<file path="src/rtl/vga_text_pkg.sv">
// Shared text-mode geometry and attribute-word layout for the text pixel pipeline.
// The attribute byte sits above the character code in each text RAM word.
package vga_text_pkg;

  localparam int COLS   = 80;
  localparam int ROWS   = 30;
  localparam int CHAR_W = 8;
  localparam int CHAR_H = 16;

  localparam int CHAR_LSB   = 0;
  localparam int ATTR_FG    = 8;
  localparam int ATTR_BG    = 12;
  localparam int ATTR_BLINK = 15;

  typedef struct packed {
    logic       blink;
    logic [2:0] bg;
    logic [3:0] fg;
  } attr_t;

  function automatic attr_t unpack_attr(input logic [15:0] word);
    attr_t a;
    a.fg    = word[ATTR_FG +: 4];
    a.bg    = word[ATTR_BG +: 3];
    a.blink = word[ATTR_BLINK];
    return a;
  endfunction

  // Background colours only reach the lower half of the palette.
  function automatic logic [3:0] pal_index(input logic on, input attr_t a);
    return on ? a.fg : {1'b0, a.bg};
  endfunction

endpackage

</file>
<file path="src/rtl/blink_timer.sv">
// Counts vsync assertions to derive the text blink phase.
// Edge is taken against the registered vsync so the count moves on the asserting sample.
module blink_timer #(
  parameter logic SYNC_POL  = 1'b0,
  parameter int   BLINK_LOG = 5
) (
  input  logic clk,
  input  logic rst,
  input  logic vsync_in,
  output logic phase
);

  logic                 w_vs_act;
  logic                 r_vs_act;
  logic [BLINK_LOG-1:0] r_frame_cnt;

  assign w_vs_act = (vsync_in == SYNC_POL);

  always_ff @(posedge clk or posedge rst) begin
    if (rst) begin
      r_vs_act    <= 1'b0;
      r_frame_cnt <= '0;
    end else begin
      r_vs_act <= w_vs_act;
      if (w_vs_act && !r_vs_act)
        r_frame_cnt <= r_frame_cnt + 1'b1;
    end
  end

  assign phase = r_frame_cnt[BLINK_LOG-1];

endmodule

</file>
<file path="src/rtl/text_pixel_pipe.sv">
// Four-stage text-mode pixel generator: text RAM -> font ROM -> palette index,
// with syncs and active carried alongside so every output lines up with its pixel.
module text_pixel_pipe #(
  parameter int   COLS      = vga_text_pkg::COLS,
  parameter int   ROWS      = vga_text_pkg::ROWS,
  parameter int   CHAR_W    = vga_text_pkg::CHAR_W,
  parameter int   CHAR_H    = vga_text_pkg::CHAR_H,
  parameter logic SYNC_POL  = 1'b0,
  parameter int   BLINK_LOG = 5
) (
  input  logic        clk,
  input  logic        rst,
  input  logic [9:0]  x,
  input  logic [9:0]  y,
  input  logic        active_in,
  input  logic        hsync_in,
  input  logic        vsync_in,
  input  logic        cursor_en,
  input  logic [6:0]  cursor_col,
  input  logic [4:0]  cursor_row,
  output logic [11:0] tram_addr,
  input  logic [15:0] tram_data,
  output logic [11:0] font_addr,
  input  logic [7:0]  font_data,
  output logic [3:0]  fg,
  output logic [3:0]  bg,
  output logic        hsync_out,
  output logic        vsync_out,
  output logic        active_out
);

  import vga_text_pkg::attr_t;
  import vga_text_pkg::unpack_attr;
  import vga_text_pkg::pal_index;
  import vga_text_pkg::CHAR_LSB;

  localparam int         COL_SH    = $clog2(CHAR_W);
  localparam int         ROW_SH    = $clog2(CHAR_H);
  localparam logic [3:0] GR_MASK   = 4'(CHAR_H - 1);
  localparam logic [3:0] CUR_GR    = 4'(CHAR_H - 2);
  localparam logic [9:0] VIS_W     = 10'(COLS * CHAR_W);
  localparam logic [9:0] VIS_H     = 10'(ROWS * CHAR_H);
  localparam logic [11:0] COLS_W   = 12'(COLS);
  localparam logic       SYNC_IDLE = ~SYNC_POL;

  // Stage-1 address and pixel decode
  logic [9:0]  w_col;
  logic [9:0]  w_row;
  logic [11:0] w_addr;
  logic [3:0]  w_gr;
  logic        w_hit;
  logic        w_vis;
  logic        w_phase;

  assign w_col  = x >> COL_SH;
  assign w_row  = y >> ROW_SH;
  assign w_addr = 12'(w_row) * COLS_W + 12'(w_col);
  assign w_gr   = y[3:0] & GR_MASK;
  assign w_vis  = active_in && (x < VIS_W) && (y < VIS_H);
  assign w_hit  = cursor_en && (w_col == {3'b000, cursor_col}) &&
                  (w_row == {5'b00000, cursor_row}) && (w_gr >= CUR_GR);

  blink_timer #(
    .SYNC_POL  (SYNC_POL),
    .BLINK_LOG (BLINK_LOG)
  ) u_blink (
    .clk      (clk),
    .rst      (rst),
    .vsync_in (vsync_in),
    .phase    (w_phase)
  );

  logic [11:0] r_tram_addr;
  logic [2:0]  r1_px, r2_px, r3_px;
  logic [3:0]  r1_gr, r2_gr;
  logic        r1_act, r2_act, r3_act;
  logic        r1_vis, r2_vis, r3_vis;
  logic        r1_hs, r2_hs, r3_hs;
  logic        r1_vs, r2_vs, r3_vs;
  logic        r1_hit, r2_hit, r3_hit;
  logic        r1_phase, r2_phase, r3_phase;
  logic        r1_run, r2_run;
  attr_t       r3_attr;

  always_ff @(posedge clk or posedge rst) begin
    if (rst) begin
      r_tram_addr <= '0;
      r1_px <= '0; r1_gr <= '0; r1_act <= 1'b0; r1_vis <= 1'b0;
      r1_hs <= SYNC_IDLE; r1_vs <= SYNC_IDLE; r1_hit <= 1'b0; r1_phase <= 1'b0;
      r1_run <= 1'b0;
      r2_px <= '0; r2_gr <= '0; r2_act <= 1'b0; r2_vis <= 1'b0;
      r2_hs <= SYNC_IDLE; r2_vs <= SYNC_IDLE; r2_hit <= 1'b0; r2_phase <= 1'b0;
      r2_run <= 1'b0;
      r3_px <= '0; r3_act <= 1'b0; r3_vis <= 1'b0; r3_attr <= '0;
      r3_hs <= SYNC_IDLE; r3_vs <= SYNC_IDLE; r3_hit <= 1'b0; r3_phase <= 1'b0;
    end else begin
      r_tram_addr <= w_addr;
      r1_px    <= x[2:0];
      r1_gr    <= w_gr;
      r1_act   <= active_in;
      r1_vis   <= w_vis;
      r1_hs    <= hsync_in;
      r1_vs    <= vsync_in;
      r1_hit   <= w_hit;
      r1_phase <= w_phase;
      r1_run   <= 1'b1;

      r2_px    <= r1_px;
      r2_gr    <= r1_gr;
      r2_act   <= r1_act;
      r2_vis   <= r1_vis;
      r2_hs    <= r1_hs;
      r2_vs    <= r1_vs;
      r2_hit   <= r1_hit;
      r2_phase <= r1_phase;
      r2_run   <= r1_run;

      // Text RAM word is valid here; the attribute follows the pixel to the end.
      r3_attr  <= unpack_attr(tram_data);
      r3_px    <= r2_px;
      r3_act   <= r2_act;
      r3_vis   <= r2_vis;
      r3_hs    <= r2_hs;
      r3_vs    <= r2_vs;
      r3_hit   <= r2_hit;
      r3_phase <= r2_phase;
    end
  end

  assign tram_addr = r_tram_addr;
  // Held at zero until a real text RAM word has come back after reset.
  assign font_addr = r2_run ? {tram_data[CHAR_LSB +: 8], r2_gr} : 12'd0;

  // Final pixel select
  logic       w_bit;
  logic       w_on;
  logic [3:0] w_index;

  assign w_bit   = font_data[3'd7 - r3_px];
  assign w_on    = (w_bit && !(r3_attr.blink && r3_phase)) || (r3_hit && !r3_phase);
  assign w_index = pal_index(w_on, r3_attr);

  logic [3:0] r_fg;
  logic [3:0] r_bg;
  logic       r_hs_out;
  logic       r_vs_out;
  logic       r_act_out;

  always_ff @(posedge clk or posedge rst) begin
    if (rst) begin
      r_fg      <= '0;
      r_bg      <= '0;
      r_hs_out  <= SYNC_IDLE;
      r_vs_out  <= SYNC_IDLE;
      r_act_out <= 1'b0;
    end else begin
      r_fg      <= r3_vis ? w_index : 4'd0;
      r_bg      <= r3_vis ? w_index : 4'd0;
      r_hs_out  <= r3_hs;
      r_vs_out  <= r3_vs;
      r_act_out <= r3_act;
    end
  end

  assign fg         = r_fg;
  assign bg         = r_bg;
  assign hsync_out  = r_hs_out;
  assign vsync_out  = r_vs_out;
  assign active_out = r_act_out;

endmodule
</file>
<file path="config.mk">
export PLATFORM = sky130hd
export DESIGN_NAME = text_pixel_pipe
export DESIGN_NICKNAME = d
export VERILOG_FILES = /design/src/rtl/vga_text_pkg.sv /design/src/rtl/blink_timer.sv /design/src/rtl/text_pixel_pipe.sv
export SDC_FILE = /design/constraint.sdc
export NUM_CORES = 1
export LEC_CHECK = 0
export CAP_MARGIN = 25
export CORE_ASPECT_RATIO = 0.9
export CORE_UTILIZATION = 40
export DETAILED_ROUTE_END_ITERATION = 6
export HOLD_SLACK_MARGIN = 0.12
export PLACE_DENSITY_LB_ADDON = 0.3
export SYNTH_ARGS = -nofsm -noshare
export SYNTH_HDL_FRONTEND = slang
export SYNTH_HIERARCHICAL = 1
export SYNTH_SLANG_ARGS = --single-unit
</file>
<file path="constraint.sdc">
create_clock -name clk -period 1.8 [get_ports clk]
set_input_delay 0.27 -clock clk [delete_from_list [all_inputs] [get_ports clk]]
set_output_delay 0.27 -clock clk [all_outputs]
set_load 0.01 [all_outputs]
</file>
# Word level (Yosys, flattened, before mapping)
# Cells that the tools add are included.
op_classes:
  reduce_logical: 13
  eq_ne: 2
  n_bitwise: 1
  order_cmp: 4
  mul: 1
  mux: 5
  n_addsub: 3
op_table:
  columns: ["operator", "count"]
  rows:
  - ["adder 12 x 7 -> 12 bit", 1]
  - ["two-way mux 12 bit", 1]
  - ["less-than comparator 10 bit, second input constant", 1]
  - ["less-than comparator 10 x 9 -> 1 bit, second input constant", 1]
  - ["logical AND 1 bit", 9]
  - ["multiplier 6 x 3 -> 8 bit, second input constant", 1]
  - ["two-way mux 4 bit", 2]
  - ["equality test 7 bit", 1]
  - ["equality test 6 x 5 -> 1 bit", 1]
  - ["adder 5 x 1 -> 5 bit, second input constant", 1]
  - ["greater-or-equal comparator 4 bit, second input constant", 1]
  - ["less-than comparator 3 x 4 -> 1 bit, second input constant", 1]
  - ["binary-select mux 1 bit (select 3 bit)", 1]
  - ["logical NOT 1 bit", 3]
  - ["subtractor 3 bit, first input constant", 1]
  - ["logical OR 1 bit", 1]
  - ["two-way mux 1 bit", 1]
  - ["NOT 1 bit", 1]
totals:
  in_bits: 62
  ff_bits: 70

# Logic depth before layout (Yosys ltp)
# Gate-level depths: netlist of the first run.
logic_depth:
  word_depth: 7
  ltp_mapped: 7

# By module
# Netlist of the first run, hierarchy kept.
modules_own_cells:
  columns: ["mod", "area_each_um2", "cells_each", "instances"]
  rows:
  - ["text_pixel_pipe", 2439.8, 172, 1]
  - ["blink_timer", 244.0, 18, 1]

# Worst setup path before layout of the first run
# Ideal clock, no wire load.
synth_timing:
  path_type: "input-to-reg"
  from: "in y[5]"
  to: "reg r_tram_addr[11] (netlist: tram_addr[11])"
  setup_time_ps: 80
  slack_ps: -121
  arrival_ps: 1841
  n_path_buf: 0
  stages: 7
  t_required_ps: 1720
  path_cell_list: "ha_1 ha_1 fa_1 xor2_1 nand3_1 nor4_1 xnor2_1"
synth_between:
  elab_chain_cells: 2
synth_lines:
  columns: ["item", "line_no", "rtl"]
  rows:
  - ["start: declaration", "text_pixel_pipe.sv:14", "input logic [9:0] y,"]
  - ["multiplier 6 x 3 -> 8 bit", "text_pixel_pipe.sv:57", "assign w_addr = 12'(w_row) * COLS_W + 12'(w_col);"]
  - ["adder 12 x 7 -> 12 bit", "text_pixel_pipe.sv:57", null]
  - ["via w_addr[11]", "text_pixel_pipe.sv:49", "logic [11:0] w_addr;"]
  - ["end signal: assignment", "text_pixel_pipe.sv:97", "r_tram_addr <= w_addr;"]
  - ["end: declaration", "text_pixel_pipe.sv:73", "logic [11:0] r_tram_addr;"]
# The timed path passes the listed nets, and every way through them passes these cells.
# A chain may end at the register's enable or synchronous reset.

# Final worst setup path of the first run
layout_timing:
  from: "in y[9]"
  to: "reg r_tram_addr[11] (netlist: tram_addr[11])"
# The elaborated chain is that of the path after synthesis.

==> metrics.sh, run 1 <==
CTSROOTBUFFERMASTER='sky130_fd_sc_hd__clkbuf_8'
POST_ROUTE_CELLS_DRIVE_ABOVE_1_SHARE_PCT=19.94
HPWL_MM=4.117
CRIT_ARRIVAL_NS=2.00
GLOBALROUTE.TOTALOVERFLOW=0
VDD.IR_DROP.WORST_uV=422.6
SYNTH.TOP_CELLS.BY_AREA='sky130_fd_sc_hd__dfrtp_1, sky130_fd_sc_hd__dfstp_2, sky130_fd_sc_hd__ha_1'
YOSYS_REGISTER_BITS=70
POST-ROUTE-DRC-COUNT=0
REPORT.FINAL.SETUP_VIOL=0
GRT_FIRST_PASS_WIRELENGTH_MM=8.832
CELLLEAKAGEPOWER_nW=1.846
AVGROUTEDWIREPERCELL_UM=13.36
NUMBER_OF_NETS_WITH_ANTENNA_VIOLATIONS_AFTER_DETAILED_ROUTING=0
GRT_MAX_DEGREE=31
SEQ_AREA_FRAC_SYNTH_PCT=65.64
PATH_CELLS='clkdlybuf4s50_1 -> ha_4 -> ha_4 -> buf_4 -> xor2_2 -> nand3_2 -> nor4_4 -> xnor2_1'
PATH_COMMON_CELL='sky130_fd_sc_hd__ha_4'
ROW_COUNT=27
SYN-INSTANCE-COUNT=190
HOLD_PATH_CLASS='primary input to asynchronous set/reset pin'
WORSTSETUPENDPOINTTYPE='register'
SYNTH.CELLS.MOST_FREQUENT='sky130_fd_sc_hd__dfrtp_1, sky130_fd_sc_hd__xor2_1, sky130_fd_sc_hd__and2_1, sky130_fd_sc_hd__ha_1, sky130_fd_sc_hd__nand2_1'
CRITICAL_PATH.MAX_STAGE_DELAY_NS=0.52
NETLIST-CELL-TYPE-COUNT=28
ANTENNA_CELLS=0
IOPINCOUNT=97
WIDTH_OF_THE_DIE_UM=88.34
STATUS='completed'
CELL_COUNT_AFTER_PLACEMENT=387
CRIT_FANOUT=4
POWER_PER_CELL_AREA_mW_PER_MM2=920.3
TIMING.FINAL.CRIT_PERIOD_NS=1.747
VIAS_PER_CELL=4.558
MAX_CLOCK_FREQ_MHz=572.5
SETUP_REPAIR_AFTER_GLOBAL_ROUTING_MISSED_ITS_MARGIN='false'
CTS_BUFFERS=9
CTS-ROOT-TO-SINK-BUFFERS=2
CTS.CLK_SLEW.WORST_PATHS_NS=0.07
DETAIL_ROUTE.FIRST_PASS.ITERATIONS=4
SYNTH.LARGEST_AREA_CELL='sky130_fd_sc_hd__dfrtp_1'
GLOBAL_ROUTE.USAGE.TOTAL_PCT=17.22
DESIGN.FINAL.NETS=387
GRT_PASS1_VIAS=1964
NUMPORTBUFFERS=96
CTS_POST_SETUP_BUFFERS_INSERTED=0
PLACER_CONGESTION_ESTIMATE=0.8578
CTS.SINK_COUNT=70
SYN-NUM-NETS=266
GRT_ANTENNA_BEFORE_REPAIR=0
CRIT_SLOWEST_CELL='sky130_fd_sc_hd__clkdlybuf4s50_1'
DIE_H_UM=79.71
NUMBER_OF_ENABLE_TYPE_REGISTER_CELLS_IN_THE_SYNTHESIZED_NETLIST=0
FRACTION_OF_POST_SYNTHESIS_CELL_AREA_IN_THE_TOP_CELL_TYPE_BY_AREA_PCT=57.81
CORE_AREA_MM2=0.006284
TIMING.FINAL.HOLD_VIOLATIONS=0
DRT_FIRST_ITER_VIOLATIONS=51
CAP_VIOLATIONS=0
DRT_WL_TOTAL_MM=5.386
POST-SYNTH-TOP-COUNT-CELL='sky130_fd_sc_hd__dfrtp_1'
PERIOD_SHARE_PCT=97.04
WORSTSKEWPAIRLATENCY_NS=0.33
WORST_CASE_SETUP_SLACK_AFTER_PLACEMENT_NS=-0.6213
TRITONCTS='built'
AREA.GROWTH.SYNTH_TO_FINAL_PCT=55.34
SYNTH-ASYNC-RESET-RATIO_PCT=100.0
SKEW_NS=0.01116
MAXIMUM_LEVEL_OF_THE_CTS_H_TREE=3
SYN_AREA_MM2=0.002684
CP_LAUNCH_TYPE='primary input'
TIMING.REG2REG.WORST_PATH_DEPTH=4
LAYOUT_CELLS_EXCL_FILL=403
DRV_SLEW=0
ROUTE.VIAS.TOTAL=1837
START_UTIL_PCT=42.71
YS_DOMINANT_REG_CELL='sky130_fd_sc_hd__dfrtp_1'
SYNTHESIS.YOSYS.WARNINGS=6
FINALWORSTSETUPSLACK_NS=0.05321
CP.REQUIRED_NS=2.05
DESIGN.DIE.AREA_MM2=0.007042
SYN_AREA_CELL_UM2=14.13
CRIT_TYPE='primary input to register'
per-layer routing:
metal / up-vias / global-route usage, % / part of all wire, %
met3: 4 / 8.066 / 9.1
li1: 873 / - / -
met4: 0 / 6.290 / 0.98
met5: - / 0 / 0
met1: 883 / 19.01 / 39
met2: 77 / 28.85 / 51
worst max-delay path, delay by kind of cell:
kind	cells	cell delay (ns)
and+or+nand+nor	2	0.27
xor gates and xnor gates	2	0.32
buffers and inverters	2	0.66
adders and majority gates	2	0.48
per-stage QoR:
step	util [%]	hold WS [ns]	total power [mW]	instance area, um^2	setup TNS [ns]
2_1_floorplan	-	0.06096	2.197	2698	-0.04602
3_3_place_gp	62.15	0.3311	2.606	3905	-2.263
3_5_place_dp	62.15	0.3347	2.629	3905	-2.566
4_1_cts	65.83	0.2156	3.881	4136	0
5_1_grt	66.35	0.2361	4.043	4169	0
6_report	66.35	0.2317	3.837	4169	0
power breakdown:
| group | internal [mW] | switching (mW) |
|---|---|---|
| registers | 1.77 | 0.0944 |
| logic | 0.468 | 0.299 |
| clock network | 0.674 | 0.535 |
path summary, 6_finish.rpt:
kind / start / endpoint / slack (ns)
setup / recovery: y[9] / tram_addr[11] / 0.05
hold / removal: rst / u_blink/r_frame_cnt[1] / 0.23
setup reg to reg: r3_px[1] / fg[2] / 0.16
hold reg to reg: r2_px[1] / r3_px[1] / 0.34
max in group asynchronous: rst / r2_hs / 0.98
min in group clk: r2_px[1] / r3_px[1] / 0.34
cell usage in the layout (no fill, tap or decap), drive strengths merged, types with 8 or more instances in the layout:
cell type       n
clkdlybuf4s50  89
dfrtp          62
buf            20
clkbuf         15
xor2           14
and2           12
ha             12
nand2          11
xnor2          10
nor2            9
dfstp           8
a21oi           8
sequential cells by signal, indices dropped and copies added (netlist names), 3 cells and up:
| signal | count |
|---|---|
| r3_attr | 8 |
| fg | 4 |
| r2_gr | 4 |
| tram_addr | 12 |
| u_blink/r_frame_cnt | 5 |
| r1_gr | 4 |
| r1_px | 3 |
| r3_px | 3 |
| r2_px | 3 |
repair_timing:
item | CTS | global route
pin swaps | 6 | 7
hold buffers | 0 | 0
gates resized for setup | 13 | 13
endpoints found under the setup margin | 15 | 3
area by class of cell:
| type | instances | area (um^2) |
|---|---|---|
| Timing Repair Buffer | 116 | 1124 |
| Multi-Input combinational cell | 109 | 958.4 |
| Clock buffer | 12 | 145.1 |
| Inverter | 5 | 22.52 |
| Tap cell | 87 | 108.9 |
| Fill cell | 493 | 2115 |
| Clock inverter | 4 | 47.55 |
| Sequential cell | 70 | 1763 |
kinds of logic after synthesis:
group,after synthesis,share of synthesized area [%]
flip-flops,70,65.64
AND/OR/NAND/NOR,51,10.30
XOR/XNOR,24,7.832
adder cells (fa/ha/maj),14,7.086
AO/OA/AOI/OAI,12,2.564
buffers and inverters,11,2.098
multiplexers,7,4.336
other,1,0.1397
(Power assumes the default switching activity.)
==> run 2, diff against run 1 <==
Settings changed: ABC_CLOCK_PERIOD_IN_PS set to 1800, GPL_ROUTABILITY_DRIVEN set to 0.
==> results of run 2 <==
The final DEF is identical to that of run 1; final timing and power are the same.
==> run 3, diff against run 2 <==
Settings changed: SKIP_CTS_REPAIR_TIMING set to 1.
==> run 3 against run 2 <==
  * Wire length about the same
  * Register-to-register slack hardly changed
  * Global-route usage is 0.27 points lower
  * Hold slack about the same
  * Die area is the same
  * Largest cell class unchanged
  * Utilization up 0.099 points
  * Sequential share of layout area decreased by 0.063 points
  * Via count up 0.54%
  * First-iteration DRC count rose by 16%
  * Critical path depth is the same
  * Clock-buffer cell count is the same
==> metrics.sh, run 3 (synthesized netlist as in run 1, its figures left out) <==
P_INT_mW=2.911  # about the same
SEQ_POWER_SHARE_PCT=48.6  # about the same
AREA.GROWTH.SYNTH_TO_FINAL_PCT=55.57
LAYOUT_COMMON_CELLS='sky130_fd_sc_hd__clkdlybuf4s50_1, sky130_fd_sc_hd__dfrtp_1, sky130_fd_sc_hd__buf_4'
DETAIL_ROUTE.FIRST_PASS.ITERATIONS=4  # unchanged
LAYOUT_FILLER_CELL_COUNT=496  # +0.61%
SKEW_NS=0.01014  # -0.001016 ns
REPORT.FINAL.SETUP_VIOL=0  # unchanged
CRIT_ARRIVAL_NS=1.98  # -0.02 ns
ANTENNA_CELLS=0  # unchanged
VDD.IR_DROP.WORST_uV=438.8  # +3.8%
WORST_R2R_ENDPOINT='fg[2]'
POWER_PER_CELL_AREA_mW_PER_MM2=917.6  # -0.29%
CTS.SINK_COUNT=70  # unchanged
SETUP.REG_TO_REG.WORST_SLACK_NS=0.16  # about the same
DRT_WL_TOTAL_MM=5.385  # about the same
POST_ROUTE_CELLS_DRIVE_ABOVE_1_SHARE_PCT=18.61  # -1.3 points
TIMING.FINAL.HOLD_VIOLATIONS=0  # unchanged
CRIT_TYPE='primary input to register'
LAYOUT_CELLS_EXCL_FILL=404  # +0.25%
DESIGN.DIE.AREA_MM2=0.007042  # unchanged
WIDTH_OF_THE_DIE_UM=88.34  # unchanged
AVGROUTEDWIREPERCELL_UM=13.33  # -0.27%
POST-ROUTE-DRC-COUNT=0  # unchanged
GRT_FIRST_PASS_WIRELENGTH_MM=8.680  # -1.7%
CELL_COUNT_AFTER_PLACEMENT=387  # unchanged
GLOBAL_ROUTE.USAGE.TOTAL_PCT=16.95  # -0.27 points
HOLD_PATH_CLASS='primary input to asynchronous set/reset pin'
HPWL_MM=4.117  # unchanged
FINAL.SETUP.TNS_NS=0  # unchanged
CRIT_FANOUT=3  # -1
STATUS='completed'
GRT_MAX_DEGREE=31  # unchanged
DRV_SLEW=0  # unchanged
LARGEST_REGISTER_FF_COUNT=12  # unchanged
LAYOUT.CELLS.MOST_COMMON='sky130_fd_sc_hd__clkdlybuf4s50_1'
DESIGN.FINAL.NETS=388  # +0.26%
GRT_PASS1_VIAS=1957  # -0.36%
MAX_CLOCK_FREQ_MHz=565.2  # -1.3%
TIMING.REG2REG.WORST_PATH_DEPTH=4  # unchanged
GRT_ANTENNA_BEFORE_REPAIR=0  # unchanged
GLOBALROUTE.TOTALOVERFLOW=0  # unchanged
WORSTSKEWPAIRLATENCY_NS=0.33  # about the same
P_CLK_SHARE_PCT=31.5  # about the same
CAP_VIOLATIONS=0  # unchanged
WORSTSETUPENDPOINTTYPE='register'
TIMING.FINAL.CRIT_PERIOD_NS=1.769  # +0.02238 ns
CP_LAUNCH_TYPE='primary input'
IOPINCOUNT=97  # unchanged
TRITONCTS='built'
MAXIMUM_LEVEL_OF_THE_CTS_H_TREE=3  # unchanged
REG2REG_FROM='r3_px[1]'
PERIOD_SHARE_PCT=98.29  # +1.2 points
NUMPORTBUFFERS=96  # unchanged
CP.REQUIRED_NS=2.01  # -0.04 ns
ROUTE.VIAS.TOTAL=1847  # +0.54%
CTS_BUFFERS=9  # unchanged
CORE_AREA_MM2=0.006284  # unchanged
DIE_H_UM=79.71  # unchanged
CELLLEAKAGEPOWER_nW=1.890  # +2.4%
ROW_COUNT=27  # unchanged
CTSROOTBUFFERMASTER='sky130_fd_sc_hd__clkbuf_8'
VIAS_PER_CELL=4.572  # +0.30%
DRT_FIRST_ITER_VIOLATIONS=59  # +16%
CTS-ROOT-TO-SINK-BUFFERS=2  # unchanged
NUMBER_OF_NETS_WITH_ANTENNA_VIOLATIONS_AFTER_DETAILED_ROUTING=0  # unchanged
TOTAL_SWITCHING_POWER_mW=0.9202  # -0.87%
FIN_WORST_HOLD_SLACK_NS=0.2316  # -0.0001000 ns
START_UTIL_PCT=42.71  # unchanged
COMBINATIONALPOWERSHARE_PCT=19.9  # about the same
SWITCHING_SHARE_PCT=24.02  # -0.18 points
CTS.CLK_SLEW.WORST_PATHS_NS=0.07  # about the same
run 3: metrics by stage:
stage                     area, um^2  setup slack (ns)  power, mW  utilization (%)
after floorplan                 2698          -0.04602      2.197                -
after global placement          3905           -0.5713      2.606            62.15
after detailed placement        3905           -0.6213      2.629            62.15
after CTS                       4098           -0.2556      3.866            65.21
after global routing            4175          -0.03976      4.038            66.45
final                           4175           0.03083      3.831            66.45
run 3: power groups by stage:
stage	clock network [mW]	registers, mW	logic [mW]
2_1_floorplan	0	1.90	0.300
3_3_place_gp	0	1.88	0.724
3_5_place_dp	0	1.89	0.740
4_1_cts	1.26	1.86	0.743
5_1_grt	1.33	1.88	0.832
6_report	1.21	1.86	0.763
run 3: layer usage:
| layer | up-vias | GRT usage [%] | part of all wire, % |
|---|---|---|---|
| met3 | 2 | 7.963 | 9.0 |
| li1 | 876 | - | - |
| met1 | 894 | 18.60 | 39 |
| met5 | - | 0 | 0 |
| met4 | 0 | 6.290 | 0.71 |
| met2 | 75 | 28.46 | 51 |
run 3: layout make-up:
class | count | area (um^2) | area share, %
clock buffer | 12 | 145.1 | 3.476
clock inverter | 4 | 47.55 | 1.139
multi-input combinational | 109 | 932.1 | 22.33
tap | 87 | 108.9 | 2.607
sequential | 70 | 1763 | 42.22
inverter | 5 | 22.52 | 0.5394
timing repair buffer | 117 | 1156 | 27.69
run 3: worst max path at each step:
stage,start,to,cells past startpoint
5_1_grt,y[7],tram_addr[11],8
4_1_cts,y[7],tram_addr[11],8
3_3_place_gp,y[7],tram_addr[11],8
6_report,y[7],tram_addr[11],8
3_5_place_dp,y[7],tram_addr[11],8
2_1_floorplan,y[5],tram_addr[11],7
run 3: critical path, stage by stage:
cell,delay (ns)
sky130_fd_sc_hd__clkbuf_2,0.13
sky130_fd_sc_hd__ha_1,0.31
sky130_fd_sc_hd__ha_2,0.19
sky130_fd_sc_hd__fa_2,0.39
sky130_fd_sc_hd__xor2_2,0.18
sky130_fd_sc_hd__nand3_1,0.12
sky130_fd_sc_hd__nor4_2,0.30
sky130_fd_sc_hd__xnor2_1,0.10
